==> src/rtl/apb_master_pkg.sv <==
// rtl/apb_master_pkg.sv - shared types for the APB command master
package apb_master_pkg;

  localparam int PKG_ADDR_WIDTH = 16;
  localparam int PKG_DATA_WIDTH = 32;

  typedef enum logic [1:0] {IDLE, SETUP, ACCESS, RESP} apb_state_e;

  // Struct fields are sized by the package widths; widen these together with the module parameters.
  typedef struct packed {
    logic                      write;
    logic [PKG_ADDR_WIDTH-1:0] addr;
    logic [PKG_DATA_WIDTH-1:0] wdata;
  } apb_cmd_t;

  typedef struct packed {
    logic [PKG_DATA_WIDTH-1:0] rdata;
    logic                      err;
    logic                      timeout;
  } apb_rsp_t;

endpackage

==> src/rtl/apb_cmd_master.sv <==
// rtl/apb_cmd_master.sv - APB3 requester driven by a valid/ready command stream
module apb_cmd_master
  import apb_master_pkg::*;
#(
  parameter int APB_ADDR_WIDTH = PKG_ADDR_WIDTH,
  parameter int APB_DATA_WIDTH = PKG_DATA_WIDTH,
  parameter int TIMEOUT_CYCLES = 64
) (
  input  logic                      clk,
  input  logic                      reset_n,
  input  logic                      cmd_valid,
  output logic                      cmd_ready,
  input  logic                      cmd_write,
  input  logic [APB_ADDR_WIDTH-1:0] cmd_addr,
  input  logic [APB_DATA_WIDTH-1:0] cmd_wdata,
  output logic                      rsp_valid,
  input  logic                      rsp_ready,
  output logic [APB_DATA_WIDTH-1:0] rsp_rdata,
  output logic                      rsp_err,
  output logic                      rsp_timeout,
  output logic [APB_ADDR_WIDTH-1:0] paddr,
  output logic                      pwrite,
  output logic                      psel,
  output logic                      penable,
  output logic [APB_DATA_WIDTH-1:0] pwdata,
  input  logic                      pready,
  input  logic [APB_DATA_WIDTH-1:0] prdata,
  input  logic                      pslverr
);

  localparam int CNT_W = (TIMEOUT_CYCLES > 0) ? $clog2(TIMEOUT_CYCLES + 1) : 1;
  localparam logic [CNT_W-1:0] CNT_LAST = CNT_W'((TIMEOUT_CYCLES > 0) ? TIMEOUT_CYCLES - 1 : 0);

  apb_state_e       state_q, state_d;
  apb_cmd_t         cmd_q;
  apb_rsp_t         rsp_q;
  logic [CNT_W-1:0] wait_cnt;
  logic             accept, done_ok, done_to, timeout_hit;

  // Fires on the edge that would complete the T-th wait cycle; pready is checked first so it wins.
  assign timeout_hit = (TIMEOUT_CYCLES != 0) && !pready && (wait_cnt == CNT_LAST);

  always_ff @(posedge clk or negedge reset_n) begin
    if (!reset_n) begin
      state_q <= IDLE;
    end else begin
      state_q <= state_d;
    end
  end

  always_comb begin
    state_d   = state_q;
    cmd_ready = 1'b0;
    psel      = 1'b0;
    penable   = 1'b0;
    rsp_valid = 1'b0;
    accept    = 1'b0;
    done_ok   = 1'b0;
    done_to   = 1'b0;
    case (state_q)
      IDLE: begin
        cmd_ready = 1'b1;
        if (cmd_valid) begin
          accept  = 1'b1;
          state_d = SETUP;
        end
      end
      SETUP: begin
        psel    = 1'b1;
        state_d = ACCESS;
      end
      ACCESS: begin
        psel    = 1'b1;
        penable = 1'b1;
        if (pready) begin
          done_ok = 1'b1;
          state_d = RESP;
        end else if (timeout_hit) begin
          done_to = 1'b1;
          state_d = RESP;
        end
      end
      RESP: begin
        rsp_valid = 1'b1;
        if (rsp_ready) state_d = IDLE;
      end
      default: state_d = IDLE;
    endcase
  end

  always_ff @(posedge clk or negedge reset_n) begin
    if (!reset_n) begin
      cmd_q    <= '0;
      rsp_q    <= '0;
      wait_cnt <= '0;
    end else begin
      if (accept) begin
        cmd_q.write <= cmd_write;
        cmd_q.addr  <= PKG_ADDR_WIDTH'(cmd_addr);
        cmd_q.wdata <= cmd_write ? PKG_DATA_WIDTH'(cmd_wdata) : '0;
      end
      if (state_q == SETUP) begin
        wait_cnt <= '0;
      end else if (state_q == ACCESS && !pready) begin
        wait_cnt <= wait_cnt + CNT_W'(1);
      end
      if (done_ok) begin
        rsp_q.rdata   <= cmd_q.write ? '0 : PKG_DATA_WIDTH'(prdata);
        rsp_q.err     <= pslverr;
        rsp_q.timeout <= 1'b0;
      end else if (done_to) begin
        rsp_q.rdata   <= '0;
        rsp_q.err     <= 1'b1;
        rsp_q.timeout <= 1'b1;
      end
    end
  end

  assign paddr       = APB_ADDR_WIDTH'(cmd_q.addr);
  assign pwrite      = cmd_q.write;
  assign pwdata      = APB_DATA_WIDTH'(cmd_q.wdata);
  assign rsp_rdata   = APB_DATA_WIDTH'(rsp_q.rdata);
  assign rsp_err     = rsp_q.err;
  assign rsp_timeout = rsp_q.timeout;

endmodule

==> config.mk <==
export PLATFORM = sky130hd
export DESIGN_NAME = apb_cmd_master
export DESIGN_NICKNAME = d
export VERILOG_FILES = /design/src/rtl/apb_master_pkg.sv /design/src/rtl/apb_cmd_master.sv
export SDC_FILE = /design/constraint.sdc
export NUM_CORES = 1
export LEC_CHECK = 0
export CAP_MARGIN = 10
export CORE_MARGIN = 1
export CORE_UTILIZATION = 44
export DETAILED_ROUTE_END_ITERATION = 16
export MAX_ROUTING_LAYER = met4
export PLACE_DENSITY = 0.86
export SYNTH_ARGS = -nofsm -noshare
export SYNTH_HDL_FRONTEND = slang
export SYNTH_SLANG_ARGS = --single-unit
export TNS_END_PERCENT = 50
==> constraint.sdc <==
create_clock -name clk -period 4.4 [get_ports clk]
set_clock_uncertainty 0.2 [all_clocks]
set_input_delay 1.1 -clock clk [delete_from_list [all_inputs] [get_ports clk]]
set_output_delay 1.1 -clock clk [all_outputs]
set_load 0.005 [all_outputs]
==> results.py <==
metrics = {
    "detailed_routing": {
        "vias_per_cell": 4.96,
        "drt-pass1-iter-count": 6,
        "detail-route-antenna-nets": 0,
        "wl_per_cell_um": 15.4,
        "drt_iter0_markers": 57,
        "drcViolationCount": 0,
        "drt-total-wl_mm": 8.91,
        "vias": 2867,
    },
    "clocking": {
        "post_cts_buffers": 0,
        "clkLatencyLatePin_ps": 340,
        "ctsResizeCount": 0,
        "cts-hold-fix-buffers": 0,
        "numCtsBuffers": 9,
        "htreeDepth": 3,
        "clock-sinks": 92,
        "cts.clk_slew.worst_paths_ps": 90,
        "tritoncts": "built",
        "cts_root_buf": "clkbuf_8",
        "clk_path_buf_depth": 2,
    },
    "synthesis": {
        "synth_edf_count": 0,
        "post_synth.cell_area_avg_sq_um": 12.0,
        "yosys-top-cells-area": "dfrtp_1 64%, a22o_1 7.7%, nand2_1 7.1%",
        "synthCells": 303,
        "synth_top_cell_by_area": "dfrtp_1",
        "syn-cell-area_sq_mm": 0.00362,
        "ys_ff_latch": 92,
        "seq_area_frac_synth_pct": 63.5,
        "async_reset_ff_share_pct": 100,
        "ys_warn_count": 0,
        "syn-num-nets": 395,
        "ys.flop_type": "dfrtp_1",
        "synth.distinct_cells": 32,
        "synth_top_area_share_pct": 63.5,
    },
    "sta": {
        "hold_viol_final": 0,
        "final_max_slew_viol_count": 0,
        "finalCritPeriodShare_pct": 71.1,
        "slew_headroom_pct": 28.5,
        "fmax_mhz": 320,
        "rsz0062_at_grt": "false",
        "period_needed_ps": 3130,
        "tns_ps": 0,
        "fin_ws_ps": 1270,
        "setup_violations": 0,
        "worst_pin_slew_ps": 1070,
    },
    "setup_path": {
        "worstPathRequired_ps": 3100,
        "path_delay_family": "buffers and inverters",
        "worstPathCellList": "inv_1 > ha_1 > clkdlybuf4s50_1",
        "path_class": "register to primary output",
        "slowest_delay_ps": 600,
        "critPathSlowestCell": "clkdlybuf4s50_1",
        "endpoint_kind": "primary output",
        "arrival_ps": 1830,
        "critPathMaxFanout": 8,
        "critPathLaunchType": "register",
        "worstPathBufferInverterCount": 2,
    },
    "finish": {
        "multi_input_area_sq_mm": 0.00120,
        "seqCellArea_sq_mm": 0.00230,
        "n_antenna_cell": 0,
        "fillers": 570,
        "area_delta_synth_final_pct": 55.7,
        "drive_above_1_share_pct": 9.24,
        "nNetsFinal": 563,
    },
    "die": {
        "coreArea_sq_mm": 0.00785,
        "die_h_um": 92.7,
        "dieArea_sq_mm": 0.00860,
        "rows": 32,
        "die_x_um": 92.7,
        "initial_core_util_pct": 46.2,
        "num_io_pins": 174,
    },
    "placement": {
        "place.port_buffers": 173,
        "post-dp-hpwl_mm": 6.43,
        "pre_cts_slack_ps": 1160,
        "gp_congestion": 0.742,
    },
    "job": {
        "maxCapViolations": 0,
    },
    "global_route": {
        "grt_pass1_vias": 2830,
        "grt_pass1_wl_mm": 14.1,
        "grt_util_all_layers_pct": 21.7,
        "overflow": 0,
        "grt_max_degree": 77,
        "grt_antenna_before_repair": 0,
    },
    "hold_path": {
        "hold_path.class": "register to register",
    },
    "run_status": {
        "status": "finished, final reports clean",
    },
    "pwr": {
        "leakage_nw": 2.48,
        "vdd_drop_max_v": 0.000274,
        "p_per_area_mw_per_mm2": 645,
    },
}
-- final timing paths --
kind	startpoint	to	slack [ps]	cells past startpoint
worst min register to register	pwdata[7]	pwdata[7]	290	2
max in group asynchronous	reset_n	pwdata[9]	2520	2
worst min-delay path	pwdata[7]	pwdata[7]	290	2
worst max register to register	state_q[0]	pwdata[20]	1990	5
min in group asynchronous	reset_n	rsp_rdata[5]	680	1
worst max-delay path	state_q[0]	penable	1270	3
-- flip-flops by register name, summed over array words and instances, names as in the netlist --
register / cells
pwdata: 32
pwrite: 1
rsp_err: 1
wait_cnt: 7
state_q: 2
rsp_timeout: 1
paddr: 16
rsp_rdata: 32
-- cell families after synthesis --
kind of cell	after synthesis	synth area share, %
flops	92	63.5
simple gates	87	10.4
buf+inv	22	3.38
xor+xnor	5	1.21
mux	18	5.59
fa+ha+maj	5	1.73
compound gates	74	14.2
-- cells in the final DEF, fill, tap and decap left out, types with 4 or more instances in the layout --
master and n:
ha_1 5, dfrtp_1 92, o21ai_1 8, a21oi_1 5
clkdlybuf4s50_1 172, nand2_1 68, inv_1 4, nor2_1 6
clkbuf_8 11, mux2_2 17, o21ai_0 25, a22o_1 32
-- synthesized netlist by cell type, types with 2 or more instances --
| cell type | n |
|---|---|
| o21ai_0 | 25 |
| inv_1 | 4 |
| buf_2 | 2 |
| xnor2_1 | 3 |
| o21ai_1 | 8 |
| buf_4 | 2 |
| a21oi_1 | 5 |
| a22o_1 | 32 |
| nor3_1 | 2 |
| buf_6 | 4 |
| mux2_2 | 17 |
| clkbuf_1 | 10 |
| nand2_1 | 69 |
| xor2_1 | 2 |
| nor2_1 | 6 |
| ha_1 | 5 |
| dfrtp_1 | 92 |
-- area by class of cell --
class | instances | area share [%]
sequential | 92 | 40.8
timing repair buffer | 175 | 30.9
multi-input combinational | 189 | 21.3
clock buffer | 12 | 2.75
tap | 102 | 2.26
clock inverter | 4 | 1.69
inverter | 4 | 0.266
-- power breakdown --
part / switching [mW] / internal (mW)
clock network: 0.275 / 0.408
logic: 0.535 / 0.975
registers: 0.229 / 1.22
-- stage by stage --
| stage | hold slack [ps] | util (%) | cell area, sq um | std cells | total power, mW |
|---|---|---|---|---|---|
| after floorplan | 273 | - | 3620 | 303 | 2.00 |
| after global placement | 265 | 68.7 | 5390 | 562 | 2.92 |
| after detailed placement | 271 | 68.7 | 5390 | 562 | 2.97 |
| after CTS | 292 | 71.9 | 5640 | 578 | 3.67 |
| after global routing | 319 | 71.9 | 5640 | 578 | 3.86 |
| final | 287 | 71.9 | 5640 | 578 | 3.64 |
-- metal layers --
metal	vias up	routed length, um	global-route usage, %
met4	0	95	7.69
li1	1371	-	-
met1	1367	3910	28.1
met3	7	589	4.19
met2	122	4320	34.4
met5	-	0	-
-- worst register-to-register path, cell delays in order (launching register included) --
cell     delay, ps
dfrtp_1        420
inv_1           90
ha_1           260
nand2_2        790
buf_4          390
o21ai_0        140
No activity file was read; power rests on OpenSTA's default activity.
==> patch 1 (same flow settings) <==
Change the parameter `TIMEOUT_CYCLES` from 64 to 128.
--- a/src/rtl/apb_cmd_master.sv
+++ b/src/rtl/apb_cmd_master.sv
@@ -5,5 +5,5 @@
   parameter int APB_ADDR_WIDTH = PKG_ADDR_WIDTH,
   parameter int APB_DATA_WIDTH = PKG_DATA_WIDTH,
-  parameter int TIMEOUT_CYCLES = 64
+  parameter int TIMEOUT_CYCLES = 128
 ) (
   input  logic                      clk,
Check against the original RTL: no difference found for any inputs over 10 cycles, from zero or initial values and one cycle with reset_n low; that may be too few to reach the edited logic, so the function may still have changed.
==> patch 1 against the unedited design <==
- combinational power is 4% lower
- wire length up 2.2%
- sequential share of layout area grew 0.34 points
- synthesized area up 0.97%
- maximum frequency increased by 1.7%
- highest routed layer unchanged
- final cell count rose by 1.4%
- setup slack improved by 0.053 ns
- largest cell class unchanged
- cell area is 0.24% higher
- total power decreased by 6.2%
- sequential cell count is 1 higher
==> patch 1: results <==
export IMPL_grt_use_total_pct=22.5
export IMPL_synth_area_top_cells="dfrtp_1 (64%), a22o_1 (7.4%), nand2_1 (7.0%), mux2_2 (5.2%), o21ai_0 (3.4%)"
export IMPL_gp_congestion=0.732
export IMPL_hp_start="pwdata[24]$_DFFE_PN0P_"
export IMPL_grt_pass1_vias=2866
export IMPL_synthCells=310
export IMPL_ir_drop_mv=0.287
export IMPL_initialDrtViolationCount=116
export IMPL_power_leakage_nw=2.48
export IMPL_ys_seq_area_share_pct=63.6
export IMPL_cp_max_fo=8
export IMPL_fin_nets=571
export IMPL_slew_headroom_pct=31.1
export IMPL_status="completed"
export IMPL_layout_cells_non_filler=586
export IMPL_r2r_slack_ns=2.09
export IMPL_hold_slack_ns=0.289
export IMPL_hpwl_um=6640
export IMPL_yosysUniqueCellTypes=28
export IMPL_arrival_ns=1.77
export IMPL_drt_total_wl_um=9110
export IMPL_grt_max_degree=83
export IMPL_rr_endpoint="pwdata[2]$_DFFE_PN0P_"
export IMPL_synth_nets=402
export IMPL_synth_top_cells_by_count="dfrtp_1 (93), nand2_1 (68), a22o_1 (31), o21ai_0 (25), mux2_2 (17)"
export IMPL_antenna_found_initial=0
export IMPL_first_pass_iters=4
export IMPL_max_stage_delay_ns=0.57
export IMPL_grt_first_pass_wirelength_um=14400
==> patch 1: worst min-delay path, stage by stage (launching register included) <==
cell,delay (ns)
dfrtp_1,0.35
nand2_1,0.05
o21ai_0,0.06
==> patch 1: through the flow <==
| step | cell area (um^2) | power (mW) |
|---|---|---|
| 2_1_floorplan | 3660 | 1.95 |
| 3_3_place_gp | 5460 | 2.82 |
| 3_5_place_dp | 5460 | 2.87 |
| 4_1_cts | 5650 | 3.45 |
| 5_1_grt | 5650 | 3.63 |
| 6_report | 5650 | 3.41 |
==> patch 1: power breakdown <==
part | internal (mW) | switching (mW)
logic | 0.926 | 0.524
clock network | 0.265 | 0.299
registers | 1.20 | 0.200
total | 2.39 | 1.02
==> patch 1: cell type report <==
| type | instances | area, um^2 |
|---|---|---|
| clock buffers | 9 | 124 |
| clock inverters | 7 | 72.6 |
| fillers | 566 | 2230 |
| inverters | 5 | 18.8 |
| multi-input cells | 192 | 1220 |
| flip-flops and latches | 93 | 2330 |
| well taps | 102 | 128 |
| repair buffers | 178 | 1770 |
==> patch 1: how the worst max path moves through the flow <==
stage / from / end / slack (ns) / cells after the start
2_1_floorplan: cmd_valid / paddr[10]$_DFFE_PN0P_ / 2.15 / 3
3_5_place_dp: cmd_valid / pwdata[0]$_DFFE_PN0P_ / 1.29 / 4
3_3_place_gp: cmd_valid / pwdata[28]$_DFFE_PN0P_ / 1.37 / 4
5_1_grt: state_q[0]$_DFFE_PN0P_ / penable / 1.22 / 3
6_report: state_q[0]$_DFFE_PN0P_ / penable / 1.33 / 3
4_1_cts: state_q[0]$_DFFE_PN0P_ / penable / 1.30 / 3
==> patch 1: cell families (layout without fill, tap and decap cells) <==
logic type / after synthesis / in the layout / synth area share [%]
AOI/OAI and AO/OA: 74 / 74 / 14.0
DFF: 93 / 93 / 63.6
xor gates and xnor gates: 7 / 7 / 1.68
muxes: 19 / 19 / 5.81
buffers and inverters: 25 / 199 / 3.35
adders and majority gates: 5 / 5 / 1.71
and+or+nand+nor: 87 / 87 / 9.88
==> patch 1: routing by layer <==
metal	wire length [um]	part of all wire, %	GRT usage [%]	up-vias
met5	0	0	-	-
li1	-	-	-	1398
met1	4000	44	28.6	1414
met2	4390	48	35.5	124
met4	112	1.2	8.08	0
met3	602	6.6	5.28	9
==> patch 2 (same flow settings) <==
Made on the original files. Make the reset (`reset_n`) synchronous in 2 clocked blocks.
--- a/src/rtl/apb_cmd_master.sv
+++ b/src/rtl/apb_cmd_master.sv
@@ -41,5 +41,5 @@
   assign timeout_hit = (TIMEOUT_CYCLES != 0) && !pready && (wait_cnt == CNT_LAST);
 
-  always_ff @(posedge clk or negedge reset_n) begin
+  always_ff @(posedge clk) begin
     if (!reset_n) begin
       state_q <= IDLE;
@@ -89,5 +89,5 @@
   end
 
-  always_ff @(posedge clk or negedge reset_n) begin
+  always_ff @(posedge clk) begin
     if (!reset_n) begin
       cmd_q    <= '0;
Function: differs if reset_n is asserted again (counterexample within 4 cycles, from zero or initial values and one cycle with reset_n low); with reset_n held inactive, the same outputs for 10 cycles.
==> patch 2 against the unedited design <==
- count of clock-buffer cells in the layout fell by 1
- sequential share of layout area fell by 5.6 points
- setup slack improved by 0.21 ns
- synthesized area fell by 10%
- sequential cell count did not move
- wire length rose by 3.4%
- global-route usage rose by 2.1 points
- utilization rose by 0.60 points
- cell area fell by 7.3%
- critical path depth did not move
- via count rose by 8.9%
Power is not compared: it rests on default switching activity, and its combinational part moved more than twofold at a synthesized area within 25%.
==> patch 2: results <==
export IMPL_status="completed"
export IMPL_yosysUniqueCellTypes=31
export IMPL_startpoint="state_q[1]$_SDFFE_PN0P_"
export IMPL_initialDrtViolationCount=107
export IMPL_cp_max_fo=4
export IMPL_wire_per_inst_um=14.9
export IMPL_n_fill_cell=536
export IMPL_hold_slack_ns=0.253
export IMPL_hpwl_um=6370
export IMPL_rr_endpoint="rsp_rdata[9]$_SDFFE_PN0P_"
export IMPL_gp_congestion=0.743
export IMPL_ys_seq_area_share_pct=56.5
export IMPL_fin_nets=606
export IMPL_synth_area_top_cells="dfxtp_1 (56%), a22o_1 (8.6%), nand2_1 (8.4%), a21oi_1 (8.1%), nand3_1 (4.9%)"
export IMPL_drive_above_1_share_pct=4.25
export IMPL_first_pass_iters=4
export IMPL_synth_xor_area_share_pct=1.34
export IMPL_use_met1_pct=26.9
export IMPL_synth_compound_area_share_pct=18.1
export IMPL_dpl_cell_count=601
export IMPL_met1_length_um=3760
export IMPL_async_flop_share_pct=0
export IMPL_arrival_ns=1.61
export IMPL_grt_first_pass_wirelength_um=13800
export IMPL_synth_top_area_cell="dfxtp_1"
export IMPL_fin_crit_ns=2.91
export IMPL_muxShareOfSynthArea_pct=0
-- patch 2: cell count changes after synthesis, moves of 17 or more --
| cell | change |
|---|---|
| o21ai_0 | -21 |
| nand3_1 | +31 |
| dfxtp_1 | +92 |
| mux2_2 | -17 |
| dfrtp_1 | -92 |
| a21oi_1 | +48 |
-- patch 2: area by class of cell --
cell class	instances	area [um^2]	area share, %
multi-input combinational	230	1280	24.4
timing repair buffer	176	1760	33.7
sequential	92	1840	35.2
clock buffer	11	131	2.51
tap	99	124	2.37
inverter	5	18.8	0.359
clock inverter	4	75.1	1.44
-- patch 2: critical path, delay by kind of cell, from the launching register on --
kind / cells / cell delay, ns
adders and majority gates: 1 / 0.29
buffers and inverters: 2 / 0.61
DFF: 1 / 0.38
-- patch 2: where the power goes --
group / leakage [nW] / switching (mW) / internal (mW)
combinational: 1.04 / 0.312 / 0.343
clock: 0.0956 / 0.275 / 0.318
sequential: 0.747 / 0.0538 / 0.927
